$ cat config.mk
export PLATFORM = sky130hd
export DESIGN_NAME = wb_write_driver_flat
export DESIGN_NICKNAME = d
export VERILOG_FILES = /design/src/rtl/wb_pkg.sv /design/src/rtl/wb_write_driver_if.sv /design/src/rtl/wb_fifo.sv /design/src/rtl/wb_write_driver.sv /design/src/flat_wrapper.sv
export SDC_FILE = /design/constraint.sdc
export NUM_CORES = 1
export LEC_CHECK = 0
export CAP_MARGIN = 40
export CORE_MARGIN = 4
export CORE_UTILIZATION = 46
export CTS_BUF_LIST = sky130_fd_sc_hd__clkbuf_4 sky130_fd_sc_hd__clkbuf_8 sky130_fd_sc_hd__clkbuf_16
export CTS_CLUSTER_DIAMETER = 40
export DETAILED_ROUTE_END_ITERATION = 12
export DONT_BUFFER_PORTS = 1
export PLACE_DENSITY = 0.7
export SYNTH_ARGS = -nofsm -noshare
export SYNTH_HDL_FRONTEND = slang
export SYNTH_SLANG_ARGS = --single-unit
$ cat constraint.sdc
create_clock -name clk -period 6.2 [get_ports clk]
set_clock_uncertainty 0.1 [all_clocks]
set_input_delay 0.62 -clock clk [delete_from_list [all_inputs] [get_ports clk]]
set_output_delay 0.62 -clock clk [all_outputs]
set_load 0.1 [all_outputs]
$ cat src/rtl/wb_pkg.sv
// Shared types and defaults for the register-file writeback driver.
package wb_pkg;

  localparam int unsigned WB_AW    = 5;
  localparam int unsigned WB_DW    = 32;
  localparam int unsigned REG_ZERO = 0;

  typedef struct packed {
    logic [WB_AW-1:0] rw;
    logic [WB_DW-1:0] data;
  } wb_req_t;

  typedef enum logic [1:0] {
    SRC_NONE,
    SRC_MEM,
    SRC_ALU
  } wb_src_t;

endpackage

$ cat src/rtl/wb_write_driver_if.sv
// Producer handshakes, regfile write port and forwarding query of wb_write_driver.
interface wb_write_driver_if
  import wb_pkg::*;
#(
  parameter int unsigned AW    = WB_AW,
  parameter int unsigned DW    = WB_DW,
  parameter int unsigned DEPTH = 4
);
  localparam int unsigned CW = $clog2(DEPTH) + 1;

  logic          alu_valid;
  logic [AW-1:0] alu_rw;
  logic [DW-1:0] alu_data;
  logic          alu_ready;
  logic          mem_valid;
  logic [AW-1:0] mem_rw;
  logic [DW-1:0] mem_data;
  logic          mem_ready;
  logic          hold;
  logic          reg_we;
  logic [AW-1:0] reg_rw;
  logic [DW-1:0] reg_busW;
  logic [AW-1:0] q_ra;
  logic          q_hit;
  logic [DW-1:0] q_data;
  logic [CW-1:0] pending;

  modport slave (
    input  alu_valid, alu_rw, alu_data, mem_valid, mem_rw, mem_data, hold, q_ra,
    output alu_ready, mem_ready, reg_we, reg_rw, reg_busW, q_hit, q_data, pending
  );

  modport master (
    output alu_valid, alu_rw, alu_data, mem_valid, mem_rw, mem_data, hold, q_ra,
    input  alu_ready, mem_ready, reg_we, reg_rw, reg_busW, q_hit, q_data, pending
  );
endinterface

$ cat src/rtl/wb_fifo.sv
// In-order writeback queue; per-entry vectors are exposed for the forwarding search.
module wb_fifo #(
  parameter int unsigned DEPTH = 4,
  parameter int unsigned AW    = 5,
  parameter int unsigned DW    = 32
) (
  input  logic                          clk,
  input  logic                          rst_n,
  input  logic                          push,
  input  logic [AW-1:0]                 push_rw,
  input  logic [DW-1:0]                 push_data,
  input  logic                          pop,
  output logic [AW-1:0]                 head_rw,
  output logic [DW-1:0]                 head_data,
  output logic [$clog2(DEPTH):0]        count,
  output logic [$clog2(DEPTH)-1:0]      wr_ptr,
  output logic [DEPTH-1:0]              ent_valid,
  output logic [DEPTH-1:0][AW-1:0]      ent_rw,
  output logic [DEPTH-1:0][DW-1:0]      ent_data
);
  localparam int unsigned PW = $clog2(DEPTH);
  localparam int unsigned CW = PW + 1;

  logic [PW-1:0] rd_ptr;

  assign head_rw   = ent_rw[rd_ptr];
  assign head_data = ent_data[rd_ptr];

  // Callers never push when full nor pop when empty, so the two pointers never collide.
  always_ff @(posedge clk or negedge rst_n) begin
    if (!rst_n) begin
      wr_ptr    <= '0;
      rd_ptr    <= '0;
      count     <= '0;
      ent_valid <= '0;
      ent_rw    <= '0;
      ent_data  <= '0;
    end else begin
      if (push) begin
        ent_valid[wr_ptr] <= 1'b1;
        ent_rw[wr_ptr]    <= push_rw;
        ent_data[wr_ptr]  <= push_data;
        wr_ptr            <= wr_ptr + PW'(1);
      end
      if (pop) begin
        ent_valid[rd_ptr] <= 1'b0;
        rd_ptr            <= rd_ptr + PW'(1);
      end
      case ({push, pop})
        2'b10:   count <= count + CW'(1);
        2'b01:   count <= count - CW'(1);
        default: ;
      endcase
    end
  end
endmodule

$ cat src/rtl/wb_write_driver.sv
// Regfile write-port initiator: mem/alu arbitration, queue, output stage, forwarding.
// Optional macro WB_BYPASS_EN: an empty, unheld queue lets a request load the output stage directly.
module wb_write_driver
  import wb_pkg::*;
#(
  parameter int unsigned DEPTH = 4,
  parameter int unsigned AW    = WB_AW,
  parameter int unsigned DW    = WB_DW
) (
  input  logic               clk,
  input  logic               rst_n,
  wb_write_driver_if.slave   bus
);
  localparam int unsigned PW = $clog2(DEPTH);
  localparam int unsigned CW = PW + 1;

  logic [CW-1:0]            count;
  logic [PW-1:0]            wr_ptr;
  logic [DEPTH-1:0]         ent_valid;
  logic [DEPTH-1:0][AW-1:0] ent_rw;
  logic [DEPTH-1:0][DW-1:0] ent_data;
  logic [AW-1:0]            head_rw;
  logic [DW-1:0]            head_data;

  logic          full, acc_keep, push, pop, bypass;
  wb_src_t       src;
  logic [AW-1:0] acc_rw;
  logic [DW-1:0] acc_data;

  logic          out_we;
  logic [AW-1:0] out_rw;
  logic [DW-1:0] out_data;

  logic          q_hit_c;
  logic [DW-1:0] q_data_c;
  logic [PW-1:0] idx;

  assign full          = (count == CW'(DEPTH));
  assign bus.mem_ready = rst_n && !full;
  assign bus.alu_ready = rst_n && !full && !bus.mem_valid;

  always_comb begin
    src      = SRC_NONE;
    acc_rw   = '0;
    acc_data = '0;
    if (bus.mem_valid && bus.mem_ready) begin
      src      = SRC_MEM;
      acc_rw   = bus.mem_rw;
      acc_data = bus.mem_data;
    end else if (bus.alu_valid && bus.alu_ready) begin
      src      = SRC_ALU;
      acc_rw   = bus.alu_rw;
      acc_data = bus.alu_data;
    end
  end

  assign acc_keep = (src != SRC_NONE) && (acc_rw != AW'(REG_ZERO));
  assign pop      = !bus.hold && (count != '0);

`ifdef WB_BYPASS_EN
  assign bypass = (count == '0) && !bus.hold;
`else
  assign bypass = 1'b0;
`endif

  assign push = acc_keep && !bypass;

  wb_fifo #(.DEPTH(DEPTH), .AW(AW), .DW(DW)) u_fifo (
    .clk       (clk),
    .rst_n     (rst_n),
    .push      (push),
    .push_rw   (acc_rw),
    .push_data (acc_data),
    .pop       (pop),
    .head_rw   (head_rw),
    .head_data (head_data),
    .count     (count),
    .wr_ptr    (wr_ptr),
    .ent_valid (ent_valid),
    .ent_rw    (ent_rw),
    .ent_data  (ent_data)
  );

  // Bypass only fires on an empty queue, so it never competes with a pop.
  always_ff @(posedge clk or negedge rst_n) begin
    if (!rst_n) begin
      out_we   <= 1'b0;
      out_rw   <= '0;
      out_data <= '0;
    end else if (bypass && acc_keep) begin
      out_we   <= 1'b1;
      out_rw   <= acc_rw;
      out_data <= acc_data;
    end else if (pop) begin
      out_we   <= 1'b1;
      out_rw   <= head_rw;
      out_data <= head_data;
    end else begin
      out_we   <= 1'b0;
    end
  end

  // Walk backwards from the newest slot so the youngest matching write wins.
  always_comb begin
    q_hit_c  = 1'b0;
    q_data_c = '0;
    idx      = '0;
    if (bus.q_ra != AW'(REG_ZERO)) begin
      for (int unsigned k = 0; k < DEPTH; k++) begin
        idx = wr_ptr - PW'(k) - PW'(1);
        if (!q_hit_c && ent_valid[idx] && ent_rw[idx] == bus.q_ra) begin
          q_hit_c  = 1'b1;
          q_data_c = ent_data[idx];
        end
      end
      if (!q_hit_c && out_we && out_rw == bus.q_ra) begin
        q_hit_c  = 1'b1;
        q_data_c = out_data;
      end
    end
  end

  assign bus.reg_we   = out_we;
  assign bus.reg_rw   = out_rw;
  assign bus.reg_busW = out_data;
  assign bus.q_hit    = q_hit_c;
  assign bus.q_data   = q_data_c;
  assign bus.pending  = count;
endmodule

$ cat src/flat_wrapper.sv
// flat-port wrapper written by rule: the top's interface ports become plain ports
module wb_write_driver_flat import wb_pkg::*;
#(
  parameter int unsigned DEPTH = 4,
  parameter int unsigned AW    = WB_AW,
  parameter int unsigned DW    = WB_DW
)
  (clk, rst_n, bus_alu_valid, bus_alu_rw, bus_alu_data, bus_mem_valid, bus_mem_rw, bus_mem_data, bus_hold, bus_q_ra, bus_alu_ready, bus_mem_ready, bus_reg_we, bus_reg_rw, bus_reg_busW, bus_q_hit, bus_q_data, bus_pending);
  wb_write_driver_if #(.AW(AW), .DW(DW), .DEPTH(DEPTH)) bus_i ();
  input  logic clk;
  input  logic rst_n;
  input wire logic [$bits(bus_i.alu_valid)-1:0] bus_alu_valid;
  input wire logic [$bits(bus_i.alu_rw)-1:0] bus_alu_rw;
  input wire logic [$bits(bus_i.alu_data)-1:0] bus_alu_data;
  input wire logic [$bits(bus_i.mem_valid)-1:0] bus_mem_valid;
  input wire logic [$bits(bus_i.mem_rw)-1:0] bus_mem_rw;
  input wire logic [$bits(bus_i.mem_data)-1:0] bus_mem_data;
  input wire logic [$bits(bus_i.hold)-1:0] bus_hold;
  input wire logic [$bits(bus_i.q_ra)-1:0] bus_q_ra;
  output wire logic [$bits(bus_i.alu_ready)-1:0] bus_alu_ready;
  output wire logic [$bits(bus_i.mem_ready)-1:0] bus_mem_ready;
  output wire logic [$bits(bus_i.reg_we)-1:0] bus_reg_we;
  output wire logic [$bits(bus_i.reg_rw)-1:0] bus_reg_rw;
  output wire logic [$bits(bus_i.reg_busW)-1:0] bus_reg_busW;
  output wire logic [$bits(bus_i.q_hit)-1:0] bus_q_hit;
  output wire logic [$bits(bus_i.q_data)-1:0] bus_q_data;
  output wire logic [$bits(bus_i.pending)-1:0] bus_pending;
  assign bus_i.alu_valid = bus_alu_valid;
  assign bus_i.alu_rw = bus_alu_rw;
  assign bus_i.alu_data = bus_alu_data;
  assign bus_i.mem_valid = bus_mem_valid;
  assign bus_i.mem_rw = bus_mem_rw;
  assign bus_i.mem_data = bus_mem_data;
  assign bus_i.hold = bus_hold;
  assign bus_i.q_ra = bus_q_ra;
  assign bus_alu_ready = bus_i.alu_ready;
  assign bus_mem_ready = bus_i.mem_ready;
  assign bus_reg_we = bus_i.reg_we;
  assign bus_reg_rw = bus_i.reg_rw;
  assign bus_reg_busW = bus_i.reg_busW;
  assign bus_q_hit = bus_i.q_hit;
  assign bus_q_data = bus_i.q_data;
  assign bus_pending = bus_i.pending;
  wb_write_driver #(.DEPTH(DEPTH), .AW(AW), .DW(DW)) u_core (.clk(clk), .rst_n(rst_n), .bus(bus_i));
endmodule
# [Word-level counts from Yosys, hierarchy flattened]
# Index checks and enable logic that the tools add are counted.
[op_classes] addsub=10 bitwise_logic=3 n_reduce_logical=29 n_mux=64 order_cmp=8 eq_ne=8
[ops] cell="32-bit 2-to-1 mux" n=14
[ops] cell="32-bit binary-select mux with 2-bit select" n=5
[ops] cell="128-bit bitwise mux" n=1
[ops] cell="32-bit demux with 2-bit select" n=1
[ops] cell="5-bit binary-select mux with 2-bit select" n=5
[ops] cell="5-bit 2-to-1 mux" n=8
[ops] cell="5-bit == test" n=5
[ops] cell="20-bit bitwise mux" n=1
[ops] cell="2-bit by 3-bit less-than comparator with 1-bit output (second input constant)" n=6
[ops] cell="1-bit logical AND" n=17
[ops] cell="1-bit 2-to-1 mux" n=17
[ops] cell="5-bit demux with 2-bit select" n=1
[ops] cell="5-bit nonzero test" n=2
[ops] cell="1-bit binary-select mux with 2-bit select" n=4
[ops] cell="4-bit 2-to-1 mux" n=2
[ops] cell="2-bit by 1-bit subtractor with 2-bit output (second input constant)" n=4
[ops] cell="1-bit logical NOT" n=7
[ops] cell="3-bit one-hot mux with 2 select lines" n=1
[ops] cell="2-bit by 1-bit adder with 2-bit output (second input constant)" n=2
[ops] cell="4-bit bitwise AND" n=1
[ops] cell="1-bit demux with 2-bit select" n=2
[ops] cell="2-bit by 1-bit >= comparator with 1-bit output (second input constant)" n=2
[ops] cell="2-bit 2-to-1 mux" n=2
[ops] cell="4-bit inverter" n=1
[ops] cell="other kinds (9)" n=11
[word_totals] ff_bits=197 in_bits=84 output_inout_bits=76

# [Depth between registers and ports, before layout]
# Gate-level depths: netlist of the first run.
[logic_depth] word_depth=27 ltp_mapped=17 ltp_nobuf=11

# [Cells and area by module]
# Synthesis of the first run repeated with hierarchy kept, for this count alone.
[hier_totals] cells_unflattened=1156 hier_area_um2=13832.0
[by_module_without_submodules] mod="wb_fifo" seq_area_each_um2=3978.8 area_each_um2=7245.7 instances=1 cells_per_inst=404
[by_module_without_submodules] mod="wb_write_driver" seq_area_each_um2=950.9 area_each_um2=6586.3 instances=1 cells_per_inst=752

# [Least setup slack after synthesis of the first run]
# No wires, ideal clock.
[synth_path] path_kind="register to output" startpoint="register u_core.u_fifo.wr_ptr[1]" endpoint="output bus_q_hit" t_required_ps=5480 setup_slack_ps=-59 arrival_time_ps=5539 path_buffers=6 path_stages_with_launch=15 cell_sequence="dfrtp_1 -> buf_4 -> buf_1 -> clkbuf_1 -> inv_1 -> ha_1 -> buf_4 -> buf_4 -> mux4_2 -> xnor2_1 -> nand4_1 -> nor2_2 -> nor4b_2 -> buf_2 -> a21boi_0"
[synth_via] elab_chain_len=27 word_cells_on_any_way=49
[synth_lines] element="start: declaration" line_no="wb_fifo.sv:16" rtl="output logic [$clog2(DEPTH)-1:0] wr_ptr,"
[synth_lines] element="start signal: assignment" line_no="wb_fifo.sv:43" rtl="wr_ptr <= wr_ptr + PW'(1);"
[synth_lines] element="2-bit by 1-bit subtractor with 2-bit output" line_no="wb_write_driver.sv:110" rtl="idx = wr_ptr - PW'(k) - PW'(1);"
[synth_lines] element="5-bit binary-select mux with 2-bit select" line_no="wb_write_driver.sv:111" rtl="if (!q_hit_c && ent_valid[idx] && ent_rw[idx] == bus.q_ra) begin"
[synth_lines] element="5-bit 2-to-1 mux (not written as such)" line_no="wb_write_driver.sv:111"
[synth_lines] element="5-bit == test" line_no="wb_write_driver.sv:111"
[synth_lines] element="1-bit logical AND" line_no="wb_write_driver.sv:111"
[synth_lines] element="1-bit 2-to-1 mux" line_no="wb_write_driver.sv:111"
[synth_lines] element="1-bit 2-to-1 mux" line_no="wb_write_driver.sv:108" rtl="if (bus.q_ra != AW'(REG_ZERO)) begin"
[synth_lines] element="1-bit logical NOT" line_no="wb_write_driver.sv:111"
[synth_lines] element="(+9 left out)"
[synth_lines] element="1-bit logical NOT" line_no="wb_write_driver.sv:111"
[synth_lines] element="1-bit logical AND (2 in series)" line_no="wb_write_driver.sv:111"
[synth_lines] element="1-bit 2-to-1 mux (*)" line_no="wb_write_driver.sv:111"
[synth_lines] element="1-bit 2-to-1 mux (*)" line_no="wb_write_driver.sv:108"
[synth_lines] element="1-bit logical NOT" line_no="wb_write_driver.sv:116" rtl="if (!q_hit_c && out_we && out_rw == bus.q_ra) begin"
[synth_lines] element="1-bit logical AND (2 in series)" line_no="wb_write_driver.sv:116"
[synth_lines] element="1-bit 2-to-1 mux (*)" line_no="wb_write_driver.sv:116"
[synth_lines] element="1-bit 2-to-1 mux (*)" line_no="wb_write_driver.sv:108"
[synth_lines] element="end: declaration" line_no="flat_wrapper.sv:25" rtl="output wire logic [$bits(bus_i.q_hit)-1:0] bus_q_hit;"
# Every way passes the cells marked *; elsewhere a longest branch is shown, timed or not. The select of a mux whose other input is x is not followed.

# [Worst setup path in the final report of the first run]
[layout_path] startpoint="register u_core.u_fifo.wr_ptr[1]" endpoint="output bus_q_data[19]"
[layout_via] elab_chain_len=27 word_cells_on_any_way=61
[layout_lines] element="2-bit by 1-bit subtractor with 2-bit output" line_no="wb_write_driver.sv:110"
[layout_lines] element="5-bit binary-select mux with 2-bit select" line_no="wb_write_driver.sv:111"
[layout_lines] element="5-bit 2-to-1 mux (not written as such)" line_no="wb_write_driver.sv:111"
[layout_lines] element="5-bit == test" line_no="wb_write_driver.sv:111"
[layout_lines] element="1-bit logical AND" line_no="wb_write_driver.sv:111"
[layout_lines] element="1-bit 2-to-1 mux" line_no="wb_write_driver.sv:111"
[layout_lines] element="1-bit 2-to-1 mux" line_no="wb_write_driver.sv:108"
[layout_lines] element="1-bit logical NOT" line_no="wb_write_driver.sv:111"
[layout_lines] element="(+9 left out)"
[layout_lines] element="1-bit logical NOT" line_no="wb_write_driver.sv:111"
[layout_lines] element="1-bit logical AND (2 in series)" line_no="wb_write_driver.sv:111"
[layout_lines] element="1-bit 2-to-1 mux" line_no="wb_write_driver.sv:111"
[layout_lines] element="1-bit 2-to-1 mux" line_no="wb_write_driver.sv:108"
[layout_lines] element="1-bit logical NOT" line_no="wb_write_driver.sv:116"
[layout_lines] element="1-bit logical AND (2 in series)" line_no="wb_write_driver.sv:116"
[layout_lines] element="32-bit 2-to-1 mux (*)" line_no="wb_write_driver.sv:116"
[layout_lines] element="32-bit 2-to-1 mux (*)" line_no="wb_write_driver.sv:108"
[layout_lines] element="end: declaration" line_no="flat_wrapper.sv:26" rtl="output wire logic [$bits(bus_i.q_data)-1:0] bus_q_data;"
# Marks and branches as above.

==> results.md, run 1 <==
* Nets at 1324
* Die Wd at 183 um
* H-tree lvl count at 4
* I/O pin cnt at 160
* Int Power at 5.60 mW
* Post-CTS Setup Inserts at 0
* Power share of the combinational group at 65.6%
* Commonest cells in the netlist: 197 x dfrtp_1, 167 x nand2_1, 162 x mux4_2, 154 x o21ai_0, 73 x a22oi_1
* First-pass GRT wire length at 64.5 mm
* Switch share at 49.1%
* Multi-input logic area at 8780 um^2
* CP required at 5.48 ns
* Final min period at 5.67 ns
* Leakage dissipation at 6.86 nW
* Worst-margin pin slew at 1.14 ns
* Die area at 33600 um^2
* First DRT Iteration DRCs at 1320
* Main combinational cell family by area after synthesis: multiplexers
* Critical path peak fanout at 60
* Worst setup SP type: flop
* Slew margin rel. at 24.1%
* Post-synth top area share at 34.9%
* Vias per inst at 6.76
* DRT antenna net count at 0
* NetSw at 5.39 mW
* Top delay family on crit path: buffers and inverters
* Port Buffer Count at 0
* Max-slew violations at 0
* Largest net degree at the start of global routing at 198
* Count leader, synth: dfrtp_1
* Post-synthesis xor/xnor area fraction at 1.80%
* # fillers at 2439
* Post-Syn Area at 14100 um^2
* Reg power frac at 24.4%
* Post-synth EDFFs at 0
* Grt total ovfl at 0
* PD cells at 649 nW/um^2
* Final hold vios at 0
* DRC viols at 0
* Flop-to-flop setup slack at 1.76 ns
* Synth Area in Compound Gates at 18.4%
* Critical Path AT at 4.95 ns
* Die height at 183 um
* Total Routing Usage GR at 24.2%
* Clock share of power at 10.0%
* Setup WS post-layout at 0.529 ns
* TritonCTS Sinks at 197
* Pre-CTS WS at 0.966 ns
* Register bit total from synthesis at 197
* Post-synth cell types at 50
* Fmax at 176 MHz
* Fraction of layout cells with a size suffix above 1 at 34.7%
* Initial Util at 47.2%
* Simple-gate portion of the synthesized area at 8.18%
* Critical path capture point type: output pin
* CP peak stage delay at 0.74 ns
* Diodes inserted at 0
* Hpwl dp at 24.4 mm
* Yosys top cell by area: dfrtp_1
* Synth Flop Type: dfrtp_1
* Seq/Total Area, Yosys at 34.9%
* Post-synthesis mux area share at 31.0%
* Hold crit path type: input port to asynchronous set/reset pin
* Core area at 30000 um^2
* Area Overhead vs Synth at 19.8%
* Initial antenna violation count at 0
* Slowest-stage cell, CP: buf_4
* Final setup viols at 0
* CTS root buf: clkbuf_16
* Wirelength per Cell at 24.9 um
* Syn_nets at 1333
* Num rows at 63
* Post-synthesis adder-cell area fraction at 0.939%
* GP Congestion at 0.815
* Final period util at 91.5%
* Clock Latency Late Sink at 0.43 ns
* Sum of negative setup slack at 0 ns
* Syn Inst Count at 1239
* CTS tree: built
* Avg Synthesized Cell Area at 11.4 um^2
* Clock buffer count from CTS at 17
* Buf/Inv on CP at 5
* Outcome: finished, final reports clean
* Vias at 11000
* Vias in the first global route at 11200
* Ys Warns at 0
* RSZ-0062 raised after global routing: no
* Dominant cells by area after synthesis: dfrtp_1 35%, mux4_2 26%, o21ai_0 5.5%
* Routed WL at 40.6 mm
* Worst-path clk slew at 0.08 ns
* Setup CP Type: flop to output pin
* Drt pass-1 iters at 5
* Asr flop ratio synth at 100%
* CTS max path bufs at 2
* Most frequent CP cell: buf_4
* Crit path cell chain: inv_1 > ha_4 > buf_4 > buf_4 > buf_4 > mux4_2 > a21o_1 > o21ai_0 > a21oi_2 > buf_12
* Seq. cell area at 4940 um^2
* VDD IR max at 0.000393 V
* MaxCap Viol Count at 0
layout make-up:
type | count | area share (%)
well taps | 390 | 2.88
repair buffers | 105 | 12.4
inverters | 14 | 0.310
clock buffers | 22 | 2.81
multi-input cells | 895 | 51.8
flip-flops and latches | 197 | 29.2
clock inverters | 10 | 0.576
cells by family after synthesis:
family,after synthesis
XOR/XNOR,29
adder cells (fa/ha/maj),10
flip-flops,197
AND/OR/NAND/NOR,243
buffers and inverters,147
AO/OA/AOI/OAI,383
multiplexers,230
timing repair:
item | in CTS | in global routing
gates resized for setup | 0 | 0
hold buffers | 1 | 0
hold endpoints to repair | 197 | 0
registers in the layout, indices dropped and copies added, names as in the netlist:
register                 flops
u_core.u_fifo.rd_ptr         2
u_core.bus.reg_rw            5
u_core.u_fifo.ent_rw        20
u_core.u_fifo.wr_ptr         2
u_core.u_fifo.count          3
u_core.bus.reg_we            1
u_core.bus.reg_busW         32
u_core.u_fifo.ent_data     128
u_core.u_fifo.ent_valid      4
worst paths after layout:
| check | cells past startpoint | from | end |
|---|---|---|---|
| worst min-delay path | 1 | rst_n | u_core.bus.reg_busW[5]$_DFFE_PN0P_ |
| worst max-delay path | 10 | u_core.u_fifo.wr_ptr[1]$_DFFE_PN0N_ | bus_q_data[19] |
| max in group asynchronous | 1 | rst_n | u_core.bus.reg_busW[16]$_DFFE_PN0P_ |
| worst max register to register | 13 | u_core.u_fifo.count[2]$_DFFE_PN0P_ | u_core.u_fifo.count[2]$_DFFE_PN0P_ |
| worst min register to register | 2 | u_core.u_fifo.ent_rw[19]$_DFFE_PN0P_ | u_core.u_fifo.ent_rw[19]$_DFFE_PN0P_ |
| min in group clk | 2 | bus_mem_data[20] | u_core.u_fifo.ent_data[116]$_DFFE_PN0P_ |
per-stage QoR:
step / util, % / std cells / cell area, um^2 / power (mW) / hold WS, ns
2_1_floorplan: - / 1239 / 14100 / 7.55 / 0.224
3_3_place_gp: 50.5 / 1555 / 15100 / 8.84 / 0.240
3_5_place_dp: 54.5 / 1600 / 16300 / 9.87 / 0.237
4_1_cts: 56.5 / 1633 / 16900 / 11.0 / 0.222
5_1_grt: 56.5 / 1633 / 16900 / 11.6 / 0.269
6_report: 56.5 / 1633 / 16900 / 11.0 / 0.115
placed cells by master, fill, tap and decap left out, drive strengths merged, types with 9 or more instances in the layout:
master	synthesis	final
dfrtp	197	197
nor2b	12	12
a21o	25	25
mux2i	22	22
xnor2	17	17
clkbuf	66	22
o32ai	25	25
mux2	46	46
o31ai	39	39
o21ai	154	154
nand2	167	167
a22oi	73	73
a21oi	40	40
xor2	12	12
ha	9	9
buf	67	105
inv	13	16
nor3b	33	33
mux4	162	162
power groups by stage:
stage               Clock, mW  Combinational [mW]  Sequential [mW]
floorplan                   0                4.37             3.18
global route             1.17                7.63             2.77
global placement            0                5.40             3.44
finish                   1.10                7.21             2.68
detailed placement          0                7.19             2.68
CTS                      1.12                7.23             2.66
per-layer routing:
metal	wire [um]	vias up	track usage [%]
met1	16800	5642	33.5
met2	19900	502	38.8
met3	2860	95	4.58
met5	0	-	0
li1	-	4808	-
met4	1050	0	7.99
Note: power is estimated with default switching activity, not from simulation.
==> run 2, diff against run 1 <==
--- a/config.mk
+++ b/config.mk
@@ -6,7 +6,7 @@
 export NUM_CORES = 1
 export LEC_CHECK = 0
 export CAP_MARGIN = 40
-export CORE_MARGIN = 4
+export CORE_MARGIN = 2
 export CORE_UTILIZATION = 46
 export CTS_BUF_LIST = sky130_fd_sc_hd__clkbuf_4 sky130_fd_sc_hd__clkbuf_8 sky130_fd_sc_hd__clkbuf_16
 export CTS_CLUSTER_DIAMETER = 40
==> run 2 against run 1 <==
Largest cell class unchanged. Design area is 0.55% higher. Clock power is 7% higher. Worst setup slack better by 0.31 ns. Critical endpoint is now bus_q_data[1]. Global-route usage is 1.9 points higher.
==> results.md, run 2 (synthesis results as in run 1) <==
* Metal-1 WL at 15.9 mm (-5.1%)
* Critical path peak fanout at 44 (-27%)
* CTS max path bufs at 2 (unchanged)
* CTS root buf: clkbuf_16
* Most frequent cells in the layout: 193 x dfrtp_1, 166 x nand2_1, 162 x mux4_2
* Reg power frac at 23.9% (-0.5 points)
* Seq. cell area at 4940 um^2 (unchanged)
* Largest net degree at the start of global routing at 198 (unchanged)
* Final cell count without fillers at 1640 (+0.43%)
* VDD IR max at 0.000532 V (+35%)
* Leakage dissipation at 6.90 nW (+0.59%)
* GP Congestion at 0.809 (-0.65%)
* Core area at 30400 um^2 (+1.6%)
* Total Routing Usage GR at 26.1% (+1.9 points)
* PD cells at 650 nW/um^2 (+0.14%)
* Met2 Wirelength at 20.2 mm (+1.5%)
* H-tree lvl count at 4 (unchanged)
* RSZ-0062 raised after global routing: no
* Initial Util at 46.4% (-0.74 points)
* Most common cell after layout, fill and taps aside: dfrtp_1
* Grt total ovfl at 0 (unchanged)
* Slew margin rel. at 30.5% (+6.4 points)
* Setup CP Type: flop to output pin
* CP required at 5.48 ns (about the same)
* Design area at 17000 um^2 (+0.55%)
* Clock share of power at 10.6% (+0.6 points)
* Reg2reg start: u_core.u_fifo.count[0]$_DFFE_PN0P_
* WL met3 at 3.38 mm (+18%)
* Critical Path AT at 4.64 ns (-0.31 ns)
* Num rows at 64 (+1.6%)
* Area Overhead vs Synth at 20.5%
* Clock Latency Late Sink at 0.46 ns (+0.03 ns)
* Fmax at 187 MHz (+5.9%)
* Diodes inserted at 0 (unchanged)
* DRC viols at 0 (unchanged)
* First-pass GRT wire length at 63.9 mm (-1.0%)
* Port Buffer Count at 0 (unchanged)
* Wirelength per Cell at 24.7 um (-0.57%)
* Worst setup SP type: flop
* Final period util at 86.4% (-5.1 points)
* Sum of negative setup slack at 0 ns (unchanged)
* FF-to-FF End: u_core.u_fifo.count[2]$_DFFE_PN0P_
* Top delay family on crit path: compound AO/OA/AOI/OAI gates
* I/O pin cnt at 160 (unchanged)
* Buf/Inv on CP at 3 (-2)
* Cell count of the worst reg-to-reg path at 12 (-1)
* Clock buffer count from CTS at 17 (unchanged)
* Final hold vios at 0 (unchanged)
* Final core area utilization at 55.9% (-0.58 points)
* Nets at 1325 (+0.076%)
* Hpwl dp at 24.9 mm (+2.1%)
* Flop-to-flop setup slack at 2.02 ns (+0.26 ns)
* Largest Register: u_core.u_fifo.ent_data
* Top sig layer: met4
* Hold crit path type: input port to asynchronous set/reset pin
* Worst-margin pin slew at 1.04 ns (-0.0954 ns)
* Final setup viols at 0 (unchanged)
* Vias per inst at 6.81 (+0.63%)
* Drt pass-1 iters at 5 (unchanged)
* Power share of the combinational group at 65.5% (about the same)
* Die area at 32100 um^2 (-4.3%)
* Vias in the first global route at 11000 (-1.9%)
* Final total power at 11.1 mW (+0.68%)
* CTS tree: built
* Max reg flops at 128 (unchanged)
* Placed cell areas at 16400 um^2 (+0.32%)
* Vias at 11200 (+1.1%)
* Setup WS post-layout at 0.842 ns (+0.313 ns)
* Initial antenna violation count at 0 (unchanged)
* Max-slew violations at 0 (unchanged)
* Outcome: finished, final reports clean
* Critical path capture point type: output pin
* WHS at 0.0892 ns (-0.0257 ns)
* CP peak stage delay at 0.69 ns (-0.05 ns)
* DRT antenna net count at 0 (unchanged)
* Final min period at 5.36 ns (-0.313 ns)
* NetSw at 5.43 mW (+0.75%)
* Slowest-stage cell, CP: ha_4
* # fillers at 2445 (+0.25%)
* Worst-path clk slew at 0.08 ns (about the same)
* Die Wd at 179 um (-2.2%)
* Fraction of layout cells with a size suffix above 1 at 34.7% (+0.053 points)
* Int Power at 5.63 mW (+0.62%)
* Gates resized, CTS repair at 0 (unchanged)
* Switch share at 49.1% (about the same)
* TritonCTS Sinks at 197 (unchanged)
* First DRT Iteration DRCs at 1130 (-14%)
* DP Cell Count at 1607 (+0.44%)
* Multi-input logic area at 8780 um^2 (unchanged)
* Die height at 179 um (-2.2%)
* MaxCap Viol Count at 0 (unchanged)
* Crit path cell chain: clkinv_1 > ha_4 > mux4_2 > and2_1 > a311oi_1 > o211a_4 > buf_4 > nor3b_1 > o31ai_1 > a21oi_2 > buf_12
* Pre-CTS WS at 1.30 ns (+0.336 ns)
* Routed WL at 40.5 mm (-0.14%)
run 2: worst max-delay path by stage:
| stage | depth (start not counted) | startpoint | to | slack (ns) |
|---|---|---|---|---|
| 6_report | 11 | u_core.u_fifo.wr_ptr[0]$_DFFE_PN0N_ | bus_q_data[1] | 0.84 |
| 5_1_grt | 11 | u_core.u_fifo.wr_ptr[0]$_DFFE_PN0N_ | bus_q_data[1] | 0.61 |
| 4_1_cts | 11 | u_core.u_fifo.wr_ptr[0]$_DFFE_PN0N_ | bus_q_data[1] | 0.82 |
| 3_5_place_dp | 11 | u_core.u_fifo.wr_ptr[0]$_DFFE_PN0N_ | bus_q_data[1] | 1.30 |
| 3_3_place_gp | 11 | u_core.u_fifo.wr_ptr[0]$_DFFE_PN0N_ | bus_q_data[1] | 1.35 |
| 2_1_floorplan | 15 | u_core.u_fifo.wr_ptr[1]$_DFFE_PN0N_ | bus_q_data[11] | 0.37 |
run 2: power by group through the flow:
stage               Sequential, mW  Clock (mW)  Combinational (mW)
floorplan                     3.18           0                4.37
global placement              3.39           0                5.45
detailed placement            2.63           0                7.22
CTS                           2.61        1.19                7.27
global route                  2.73        1.24                7.66
finish                        2.64        1.18                7.25
run 2: area by class of cell:
type	instances	share of cell area [%]
Clock buffer	17	2.50
Clock inverter	15	1.10
Inverter	14	0.309
Multi-Input combinational cell	895	51.6
Sequential cell	197	29.0
Tap cell	396	2.91
Timing Repair Buffer	106	12.6
run 2: metal layers:
| metal | vias to the layer above | track usage [%] |
|---|---|---|
| li1 | 4799 | - |
| met1 | 5729 | 34.9 |
| met2 | 559 | 42.5 |
| met3 | 77 | 5.15 |
| met4 | 0 | 9.17 |
| met5 | - | 0 |
run 2: timing repair:
item | CTS | global route
buffers inserted | 0 | 0
hold buffers | 1 | 0
endpoints found under the hold margin | 197 | 0
==> run 3, diff against run 2 <==
--- a/config.mk
+++ b/config.mk
@@ -5,6 +5,7 @@
 export SDC_FILE = /design/constraint.sdc
 export NUM_CORES = 1
 export LEC_CHECK = 0
+export ABC_AREA = 1
 export CAP_MARGIN = 40
 export CORE_MARGIN = 2
 export CORE_UTILIZATION = 46
@@ -13,6 +14,7 @@
 export DETAILED_ROUTE_END_ITERATION = 12
 export DONT_BUFFER_PORTS = 1
 export PLACE_DENSITY = 0.7
+export SKIP_CTS_REPAIR_TIMING = 1
 export SYNTH_ARGS = -nofsm -noshare
 export SYNTH_HDL_FRONTEND = slang
 export SYNTH_SLANG_ARGS = --single-unit
==> run 3 against run 2 <==
Hold slack about the same. Synthesized area grew 2.0%. Count of clock-buffer cells in the layout did not move. Register-to-register slack worse by 0.13 ns. Non-clock buffer count down 6. Via count up 34%. Sequential cell count stayed put. Critical endpoint is now bus_q_data[22].
==> results.md, run 3 <==
* CP peak stage delay at 0.60 ns (-0.09 ns)
* Core area at 30700 um^2 (+1.1%)
* Register bit total from synthesis at 197 (unchanged)
* CTS max path bufs at 2 (unchanged)
* Flop-to-flop setup slack at 1.89 ns (-0.13 ns)
* Grt total ovfl at 0 (unchanged)
* Slowest-stage cell, CP: ha_4
* FF-to-FF End: u_core.u_fifo.ent_data[46]$_DFFE_PN0P_
* Main combinational cell family by area after synthesis: simple AND/OR/NAND/NOR gates
* Num rows at 64 (unchanged)
* Vias per inst at 5.66 (-17%)
* Syn_nets at 2372 (+78%)
* CP required at 5.48 ns (about the same)
* MaxCap Viol Count at 0 (unchanged)
* Worst setup SP type: flop
* Post-synth cell types at 41 (-18%)
* Largest Register: u_core.u_fifo.ent_data
* First DRT Iteration DRCs at 1381 (+22%)
* Critical path capture point type: output pin
* Post-synthesis xor/xnor area fraction at 0.304% (-1.5 points)
* Vias in the first global route at 14300 (+30%)
* Top sig layer: met4
* DRT antenna net count at 0 (unchanged)
* CP endpoint: bus_q_data[22]
* Initial Util at 46.9% (+0.45 points)
* Final period util at 90.2% (+3.8 points)
* Most common cell after layout, fill and taps aside: nand2_1
* Total Routing Usage GR at 28.1% (+2.0 points)
* Most frequent cells in the layout: 749 x nand2_1, 432 x o21ai_0, 194 x dfrtp_1
* Hpwl dp at 29.1 mm (+17%)
* Commonest cells in the netlist: 753 x nand2_1, 432 x o21ai_0, 197 x dfrtp_1, 192 x nor2_1, 184 x inv_1
* Post-Syn Area at 14400 um^2 (+2.0%)
* Worst-margin pin slew at 1.06 ns (+0.0171 ns)
* Avg Synthesized Cell Area at 6.33 um^2 (-45%)
* Fmax at 179 MHz (-4.3%)
* Ys Warns at 0 (unchanged)
* Cell count of the worst reg-to-reg path at 13 (+1)
* Simple-gate portion of the synthesized area at 30.9% (+23 points)
* Syn Inst Count at 2278 (+84%)
* Count leader, synth: nand2_1
* Yosys top cell by area: dfrtp_1
* Sum of negative setup slack at 0 ns (unchanged)
* CTS root buf: clkbuf_16
* Vias at 15000 (+34%)
* Post-synthesis adder-cell area fraction at 0.920% (-0.019 points)
* Synth Area in Compound Gates at 22.9% (+4.5 points)
* Drt pass-1 iters at 5 (unchanged)
* Post-synth top area share at 34.2% (-0.70 points)
* Seq/Total Area, Yosys at 34.2% (-0.70 points)
* Hold crit path type: input port to asynchronous set/reset pin
* Synth Flop Type: dfrtp_1
* Nets at 2327 (+76%)
* Die area at 32800 um^2 (+2.0%)
* DRC viols at 0 (unchanged)
* Reg2reg start: u_core.u_fifo.count[1]$_DFFE_PN0P_
* Slew margin rel. at 29.3% (-1.1 points)
* Critical path peak fanout at 69 (+57%)
* Crit path cell chain: inv_2 > ha_4 > inv_4 > nand2_1 > nand2_2 > buf_4 > nand2_1 > nand2_1 > nand2_1 > nor2_4 > nand2_4 > nand3_4 > nor2_8 > nand2_1 > nand2_1 > nor2_1 > nor2_2 > buf_12
* Final setup viols at 0 (unchanged)
* Worst-path clk slew at 0.09 ns (about the same)
* Die height at 181 um (+0.99%)
* Asr flop ratio synth at 100% (unchanged)
* TritonCTS Sinks at 197 (unchanged)
* Dominant cells by area after synthesis: dfrtp_1 34%, nand2_1 20%, o21ai_0 15%
* Largest net degree at the start of global routing at 199 (+0.51%)
* Initial antenna violation count at 0 (unchanged)
* CP Launch Point: u_core.u_fifo.wr_ptr[1]$_DFFE_PN0N_
* Most frequent CP cell: nand2_1
* Area Overhead vs Synth at 17.0%
* Routed WL at 45.3 mm (+12%)
* RSZ-0062 raised after global routing: no
* I/O pin cnt at 160 (unchanged)
* Clock Latency Late Sink at 0.46 ns (about the same)
* Final min period at 5.60 ns (+0.238 ns)
* Fraction of layout cells with a size suffix above 1 at 9.22% (-26 points)
* H-tree lvl count at 4 (unchanged)
* Port Buffer Count at 0 (unchanged)
* Die Wd at 181 um (+0.99%)
* Post-synth EDFFs at 0 (unchanged)
* Metal-1 WL at 20.0 mm (+25%)
* Setup CP Type: flop to output pin
* Critical Path AT at 4.88 ns (+0.24 ns)
* Post-synthesis mux area share at 0.0781% (-31 points)
* First-pass GRT wire length at 74.1 mm (+16%)
* Final hold vios at 0 (unchanged)
* Max reg flops at 128 (unchanged)
* Met2 Wirelength at 21.2 mm (+4.9%)
* Max-slew violations at 0 (unchanged)
* GP Congestion at 0.904 (+12%)
* CTS tree: built
* Wirelength per Cell at 17.1 um (-31%)
* WL met3 at 3.04 mm (-10%)
* Clock buffer count from CTS at 17 (unchanged)
* Outcome: finished, final reports clean
* Diodes inserted at 0 (unchanged)
run 3: changes by cell type after synthesis, moves of 40 or more:
cell,delta
nor2_1,+185
mux2_2,-45
mux4_2,-162
o21ai_0,+278
nand3_1,+77
a22oi_1,-40
inv_1,+171
nand2_1,+586
run 3: layer usage:
metal,GRT usage (%),up-vias
met5,0,-
met4,9.85,0
met3,4.43,76
met2,46.6,543
met1,37.3,6995
li1,-,7350
run 3: per-stage QoR:
| step | setup WS (ns) | std cells | util [%] | hold WS [ns] | instance area, um^2 |
|---|---|---|---|---|---|
| after floorplan | 0.653 | 2278 | - | 0.224 | 14400 |
| after global placement | 1.32 | 2567 | 49.1 | 0.237 | 15100 |
| after detailed placement | 1.14 | 2609 | 52.9 | 0.238 | 16300 |
| after CTS | 0.649 | 2641 | 54.8 | -0.259 | 16800 |
| after global routing | 0.258 | 2642 | 54.9 | 0.203 | 16900 |
| final | 0.605 | 2642 | 54.9 | 0.0889 | 16900 |
run 3: worst min path at each step:
stage	depth (start not counted)	end	slack, ns
2_1_floorplan	0	u_core.bus.reg_busW[0]$_DFFE_PN0P_	0.22
3_3_place_gp	0	u_core.u_fifo.rd_ptr[0]$_DFFE_PN0P_	0.24
3_5_place_dp	0	u_core.u_fifo.rd_ptr[0]$_DFFE_PN0P_	0.24
4_1_cts	0	u_core.u_fifo.ent_data[125]$_DFFE_PN0P_	-0.26
5_1_grt	1	u_core.u_fifo.ent_data[91]$_DFFE_PN0P_	0.20
6_report	1	u_core.u_fifo.count[2]$_DFFE_PN0P_	0.09
run 3: kinds of logic after synthesis:
| family | Yosys count |
|---|---|
| AND/OR/NAND/NOR | 1090 |
| AO/OA/AOI/OAI | 617 |
| buffers and inverters | 358 |
| flip-flops | 197 |
| adder cells (fa/ha/maj) | 10 |
| XOR/XNOR | 5 |
| multiplexers | 1 |
run 3: cell type report:
cell class              instances  area [um^2]
clock inverters                15          160
well taps                     396          495
multi-input cells            1723         8090
fillers                      2956        13900
flip-flops and latches        197         4940
inverters                     194          733
clock buffers                  17          425
repair buffers                100         2030
run 3: worst max-delay path: cells and delay by family (launching register included):
kind | cells | cell delay [ns]
flip-flops | 1 | 0.58
adder cells (fa/ha/maj) | 1 | 0.60
AND/OR/NAND/NOR | 13 | 2.23
buffers and inverters | 4 | 0.96
Power of run 3 is not shown: default switching activity piles up to over one toggle a cycle in this logic, so the estimate is an artifact.
